File: src/rtl/snake_head_mover.sv
// ============================================================================
// snake_head_mover
// ----------------------------------------------------------------------------
// Owns the snake head position on an 8x8 grid and the current travel
// direction. Button presses become a direction request that cannot reverse
// the snake onto itself. The head steps once per move tick. The game ends
// when the wall checker reports a collision, or when the step would leave
// the grid.
//
// Head encoding : head[5:3] = row, head[2:0] = col
// Direction     : RIGHT=00, LEFT=01, DOWN=10, UP=11
// State         : IDLE=00, RUN=01, DEAD=10
//
// Parameters
//   TICK_CYCLES  clock cycles per move tick (>= 2)
//   START_HEAD   head position after reset / re-init
//   START_DIR    direction after reset / re-init
//
// Ports
//   clock      in   system clock, all state on the rising edge
//   reset      in   synchronous active-high reset, overrides everything
//   start      in   one-cycle pulse: IDLE->RUN, DEAD->IDLE
//   btn_up     in   level, request UP
//   btn_down   in   level, request DOWN
//   btn_left   in   level, request LEFT
//   btn_right  in   level, request RIGHT
//   colide     in   wall checker flag for the current head/direction
//   head       out  registered head position {row,col}
//   direction  out  registered direction the next move will use
//   moved      out  one-cycle pulse in the cycle the new head is visible
//   game_over  out  high while in DEAD
//   state      out  current controller state
// ============================================================================
module snake_head_mover #(
   parameter int unsigned TICK_CYCLES = 5_000_000,
   parameter logic [5:0]  START_HEAD  = 6'b011011,
   parameter logic [1:0]  START_DIR   = 2'b00
) (
   input  logic       clock,
   input  logic       reset,
   input  logic       start,
   input  logic       btn_up,
   input  logic       btn_down,
   input  logic       btn_left,
   input  logic       btn_right,
   input  logic       colide,
   output logic [5:0] head,
   output logic [1:0] direction,
   output logic       moved,
   output logic       game_over,
   output logic [1:0] state
);

   localparam int unsigned    CNT_W    = (TICK_CYCLES > 1) ? $clog2(TICK_CYCLES) : 1;
   localparam logic [CNT_W-1:0] CNT_LAST = CNT_W'(TICK_CYCLES - 1);

   localparam logic [1:0] DIR_RIGHT = 2'b00;
   localparam logic [1:0] DIR_LEFT  = 2'b01;
   localparam logic [1:0] DIR_DOWN  = 2'b10;
   localparam logic [1:0] DIR_UP    = 2'b11;

   typedef enum logic [1:0] {
      S_IDLE = 2'b00,
      S_RUN  = 2'b01,
      S_DEAD = 2'b10
   } state_t;

   // -------------------------------------------------------------------------
   // Helper functions
   // -------------------------------------------------------------------------

   // Opposite directions share the axis bit (bit1) and differ in bit0.
   function automatic logic is_opposite(input logic [1:0] a, input logic [1:0] b);
      return (a[1] == b[1]) && (a[0] != b[0]);
   endfunction

   // True when stepping from h in direction d would leave the grid.
   function automatic logic leaves_grid(input logic [5:0] h, input logic [1:0] d);
      logic [2:0] row;
      logic [2:0] col;
      logic       off;
      row = h[5:3];
      col = h[2:0];
      off = 1'b0;
      case (d)
         DIR_RIGHT: off = (col == 3'd7);
         DIR_LEFT:  off = (col == 3'd0);
         DIR_DOWN:  off = (row == 3'd7);
         DIR_UP:    off = (row == 3'd0);
         default:   off = 1'b0;
      endcase
      return off;
   endfunction

   // Next head position; row and col are independent 3-bit fields so a
   // col step can never carry into the row.
   function automatic logic [5:0] step_head(input logic [5:0] h, input logic [1:0] d);
      logic [2:0] row;
      logic [2:0] col;
      row = h[5:3];
      col = h[2:0];
      case (d)
         DIR_RIGHT: col = col + 3'd1;
         DIR_LEFT:  col = col - 3'd1;
         DIR_DOWN:  row = row + 3'd1;
         DIR_UP:    row = row - 3'd1;
         default:   ;
      endcase
      return {row, col};
   endfunction

   // -------------------------------------------------------------------------
   // State registers and their next values
   // -------------------------------------------------------------------------
   state_t           state_q,    state_d;
   logic [5:0]       head_q,     head_d;
   logic [1:0]       dir_q,      dir_d;
   logic [1:0]       last_dir_q, last_dir_d;
   logic [CNT_W-1:0] cnt_q,      cnt_d;
   logic             moved_q,    moved_d;

   // -------------------------------------------------------------------------
   // Button priority encoder: UP > DOWN > LEFT > RIGHT
   // -------------------------------------------------------------------------
   logic       req_vld;
   logic [1:0] req_dir;

   always_comb begin
      req_vld = 1'b1;
      req_dir = DIR_RIGHT;
      if (btn_up) begin
         req_dir = DIR_UP;
      end else if (btn_down) begin
         req_dir = DIR_DOWN;
      end else if (btn_left) begin
         req_dir = DIR_LEFT;
      end else if (btn_right) begin
         req_dir = DIR_RIGHT;
      end else begin
         req_vld = 1'b0;
      end
   end

   logic tick;
   assign tick = (cnt_q == CNT_LAST);

   // -------------------------------------------------------------------------
   // Next-state logic
   // -------------------------------------------------------------------------
   always_comb begin
      state_d    = state_q;
      head_d     = head_q;
      dir_d      = dir_q;
      last_dir_d = last_dir_q;
      cnt_d      = cnt_q;
      moved_d    = 1'b0;

      case (state_q)
         S_IDLE: begin
            if (start) begin
               state_d = S_RUN;
               cnt_d   = '0;
            end
         end

         S_RUN: begin
            if (tick) begin
               cnt_d = '0;
               // Buttons are ignored here. colide is only trusted on this
               // cycle; the edge guard catches an off-grid step even if the
               // checker missed it, so the head never wraps.
               if (colide || leaves_grid(head_q, dir_q)) begin
                  state_d = S_DEAD;
               end else begin
                  head_d     = step_head(head_q, dir_q);
                  last_dir_d = dir_q;
                  moved_d    = 1'b1;
               end
            end else begin
               cnt_d = cnt_q + 1'b1;
               // Reversal is judged against the last direction actually
               // moved, not the pending one, so a 90deg turn can be undone
               // before the tick.
               if (req_vld && !is_opposite(req_dir, last_dir_q)) begin
                  dir_d = req_dir;
               end
            end
         end

         S_DEAD: begin
            if (start) begin
               state_d    = S_IDLE;
               head_d     = START_HEAD;
               dir_d      = START_DIR;
               last_dir_d = START_DIR;
               cnt_d      = '0;
            end
         end

         default: begin
            state_d = S_IDLE;
         end
      endcase
   end

   // -------------------------------------------------------------------------
   // State register
   // -------------------------------------------------------------------------
   always_ff @(posedge clock) begin
      if (reset) begin
         state_q    <= S_IDLE;
         head_q     <= START_HEAD;
         dir_q      <= START_DIR;
         last_dir_q <= START_DIR;
         cnt_q      <= '0;
         moved_q    <= 1'b0;
      end else begin
         state_q    <= state_d;
         head_q     <= head_d;
         dir_q      <= dir_d;
         last_dir_q <= last_dir_d;
         cnt_q      <= cnt_d;
         moved_q    <= moved_d;
      end
   end

   // -------------------------------------------------------------------------
   // Outputs
   // -------------------------------------------------------------------------
   assign head      = head_q;
   assign direction = dir_q;
   assign moved     = moved_q;
   assign game_over = (state_q == S_DEAD);
   assign state     = state_q;

endmodule

File: config.mk
export PLATFORM = sky130hd
export DESIGN_NAME = snake_head_mover
export DESIGN_NICKNAME = d
export VERILOG_FILES = /design/src/rtl/snake_head_mover.sv
export SDC_FILE = /design/constraint.sdc
export NUM_CORES = 1
export LEC_CHECK = 0
export CAP_MARGIN = 10
export CORE_MARGIN = 5
export CORE_UTILIZATION = 35
export CTS_CLUSTER_DIAMETER = 80
export CTS_CLUSTER_SIZE = 12
export DETAILED_ROUTE_END_ITERATION = 8
export GPL_ROUTABILITY_DRIVEN = 0
export PLACE_DENSITY_LB_ADDON = 0.15
export SLEW_MARGIN = 20
export SYNTH_ARGS = -nofsm -noshare
export SYNTH_HDL_FRONTEND = slang
export SYNTH_SLANG_ARGS = --single-unit
export TNS_END_PERCENT = 100
File: constraint.sdc
create_clock -name clock -period 2.1 [get_ports clock]
set_input_delay 0.42 -clock clock [delete_from_list [all_inputs] [get_ports clock]]
set_output_delay 0.42 -clock clock [all_outputs]
set_load 0.01 [all_outputs]
==> flow_metrics.env <==
export IMPL_num_vias=1937
export IMPL_hold_viol=0
export IMPL_portBuffers=19
export IMPL_grt_pass1_wl_um=8700
export IMPL_ant_nets=0
export IMPL_clk_pin_slew_ns=0.07
export IMPL_powerDensity_nw_per_um2=503
export IMPL_cp_data_required_time_ns=2.31
export IMPL_synth_distinct_cells=52
export IMPL_gr_total_overflow=0
export IMPL_critPathMaxStageDelay_ns=0.55
export IMPL_antenna_found_initial=0
export IMPL_arrival_ns=2.24
export IMPL_rsz0062_at_grt="yes"
export IMPL_nFillCells=564
export IMPL_htreeDepth=2
export IMPL_hpwlAfterDp_um=3910
export IMPL_finalCriticalPeriod_ns=2.03
export IMPL_hold_ws_ns=0.492
export IMPL_start_kind="flop"
export IMPL_skew_ns=0.00483
export IMPL_numCtsBuffers=5
export IMPL_rows=27
export IMPL_crit_family="simple AND/OR/NAND/NOR gates"
export IMPL_cts_setup_buffers=0
export IMPL_root_buffer="clkbuf_8"
export IMPL_wire_per_inst_um=13.9
export IMPL_hold_class="reg -> reg"
export IMPL_path_class="reg -> reg"
export IMPL_netlist_area_leader_share_pct=35.3
export IMPL_multiInputGateArea_um2=1290
export IMPL_cp_cell_sequence="or3_4, or4_4, nor2_1, buf_4, a311oi_1, a31oi_1"
export IMPL_total_power_w=0.00134
export IMPL_slew_headroom_pct=62.5
export IMPL_p_leak_nw=1.02
export IMPL_syn_num_nets=258
export IMPL_peakVddDrop_uv=288
export IMPL_drc_errors=0
export IMPL_ios=20
export IMPL_ys_warnings_count=0
export IMPL_die_h_um=86.4
export IMPL_cap_violations=0
export IMPL_async_flop_share_pct=0
export IMPL_cts_tree="built"
export IMPL_fp_dieW_um=86.4
export IMPL_cp_buffers_inverters=1
export IMPL_finish_utilization_pct=47.8
export IMPL_initial_core_util_pct=36.7
export IMPL_cts_sinks=36
export IMPL_synth_flop_cell="dfxtp_1"
export IMPL_ys_ff_latch=36
export IMPL_worst_path_max_delay_cell="or4_4"
export IMPL_drive_gt1_share_pct=18.6
export IMPL_dieArea_um2=7470
export IMPL_synthTopCellsByArea="dfxtp_1, nand2_1, mux2i_1, nor2_1, nand3_1"
export IMPL_end_kind="flop"
export IMPL_clk_latency_ns=0.29
export IMPL_via_per_inst=5.19
export IMPL_firstDrtPassIters=4
export IMPL_max_freq_mhz=494
export IMPL_area_growth_pct=30.5
export IMPL_status="finished, final reports clean"
export IMPL_layout_cells_non_filler=373
export IMPL_netlist_top_cell_by_area="dfxtp_1"
export IMPL_setup_viol=0
export IMPL_wl_um=5200
export IMPL_n_antenna_cell=0
export IMPL_synth_edf_count=0
export IMPL_dp_cells=366
export IMPL_drt_iter0_drc=88
export IMPL_grt_use_total_pct=14.5
export IMPL_synth_seq_area_share_pct=35.3
export IMPL_tightest_slew_ns=0.559
export IMPL_synth_area_um2=2040
export IMPL_register_area_um2=723
export IMPL_avgSynthCellArea_um2=8.27
export IMPL_period_share_pct=96.5
export IMPL_crit_fanout=4
export IMPL_slew_viol_final=0
export IMPL_synth_cells=247
export IMPL_core_area_um2=5570
export IMPL_clockBufferDepth=2
export IMPL_grt_max_degree=18
export IMPL_final_nets=312
export IMPL_grt_pass1_vias=1834
-- registers in the layout, summed over array words and instances, names as in the netlist --
register and count:
direction 2, state 2, head 6, cnt_q 23, last_dir_q 2, moved 1
-- Yosys cell counts (2+ instances only) --
cell      instances
o21ai_0           9
xnor2_1           5
nor2_1           21
xor2_1            5
a21boi_0          2
o211ai_1          3
dfxtp_1          36
nand3_1          14
nand4_1           7
nor4_4            2
a21oi_1          12
fa_1              2
or3_1             6
a22oi_1           3
nor4b_1           4
nor4_1            4
and2_1            4
a21o_1            2
clkbuf_1          5
buf_2             2
and3_1            5
inv_1             8
nand2b_1          3
mux2i_1           8
nand2_1          26
a31oi_1           8
a211oi_1          2
nor2b_1           7
nor3_1            8
nor3b_1           2
-- cells in the final DEF (no fill, tap or decap), types with 4 or more instances in the layout --
cell              n
clkdlybuf4s50_1  19
xnor2_1           5
o21ai_0           9
dfxtp_1          34
buf_4            35
a31oi_1           8
nor2_1           21
and2_1            4
inv_1             8
xor2_1            5
nor3_1            8
or3_1             5
a21oi_1          12
nand2_1          26
clkbuf_8          5
mux2i_1           8
nand3_1          14
nor4b_1           4
nor2b_1           7
and3_1            5
nand4_1           7
-- report_power, final --
part / switching [W] / internal (W) / total [W]
clock: 0.000236 / 0.000225 / 0.000462
combinational: 0.0000944 / 0.0000803 / 0.000175
sequential: 0.0000121 / 0.000692 / 0.000705
-- stage by stage --
| stage | setup WS [ns] | cell area [µm²] | TNS (ns) |
|---|---|---|---|
| floorplan | 0.0316 | 2040 | 0 |
| global placement | -0.00741 | 2560 | -0.00741 |
| detailed placement | -0.0361 | 2560 | -0.0552 |
| CTS | 0.00653 | 2640 | 0 |
| global route | -0.0462 | 2670 | -0.0610 |
| finish | 0.0745 | 2670 | 0 |
-- path summary, 6_finish.rpt --
path	start	endpoint	slack, ns	cells past startpoint
max	cnt_q[6]	head[3]	0.07	6
min	cnt_q[22]	cnt_q[22]	0.49	2
max reg2reg	cnt_q[6]	head[3]	0.07	6
min reg2reg	cnt_q[22]	cnt_q[22]	0.49	2
-- worst register-to-register path: cells and delay by family (launching register included) --
| family | cells | cell delay (ns) |
|---|---|---|
| compound gates | 2 | 0.25 |
| buf+inv | 1 | 0.17 |
| flops | 1 | 0.34 |
| simple gates | 3 | 1.20 |
-- kinds of logic (layout without fill, tap and decap cells) --
logic type / count (synthesis) / after routing / synth area share (%)
simple gates: 121 / 121 / 33.7
buf+inv: 15 / 69 / 2.88
flops: 36 / 36 / 35.3
compound gates: 53 / 53 / 16.8
fa+ha+maj: 3 / 3 / 2.57
mux: 9 / 9 / 4.47
xor+xnor: 10 / 10 / 4.29
-- routing by layer --
metal / up-vias / global-route usage, % / routed length [µm]
li1: 1013 / - / -
met1: 892 / 19.9 / 2620
met2: 27 / 22.7 / 2350
met3: 5 / 3.61 / 173
met4: 0 / 3.82 / 59
met5: - / 0 / 0
-- what timing repair did --
action,CTS,global route
setup endpoints to repair,0,8
gates resized for setup,0,7
hold buffers,0,0
-- final cells by class --
cell class                      instances  share of cell area [%]
Clock inverter                          1                   0.188
Sequential cell                        36                    27.1
Clock buffer                            6                    2.72
Multi-Input combinational cell        196                    48.5
Tap cell                               72                    3.38
Timing Repair Buffer                   54                    17.0
Inverter                                8                    1.13
Power figures use the tool's default switching activity.
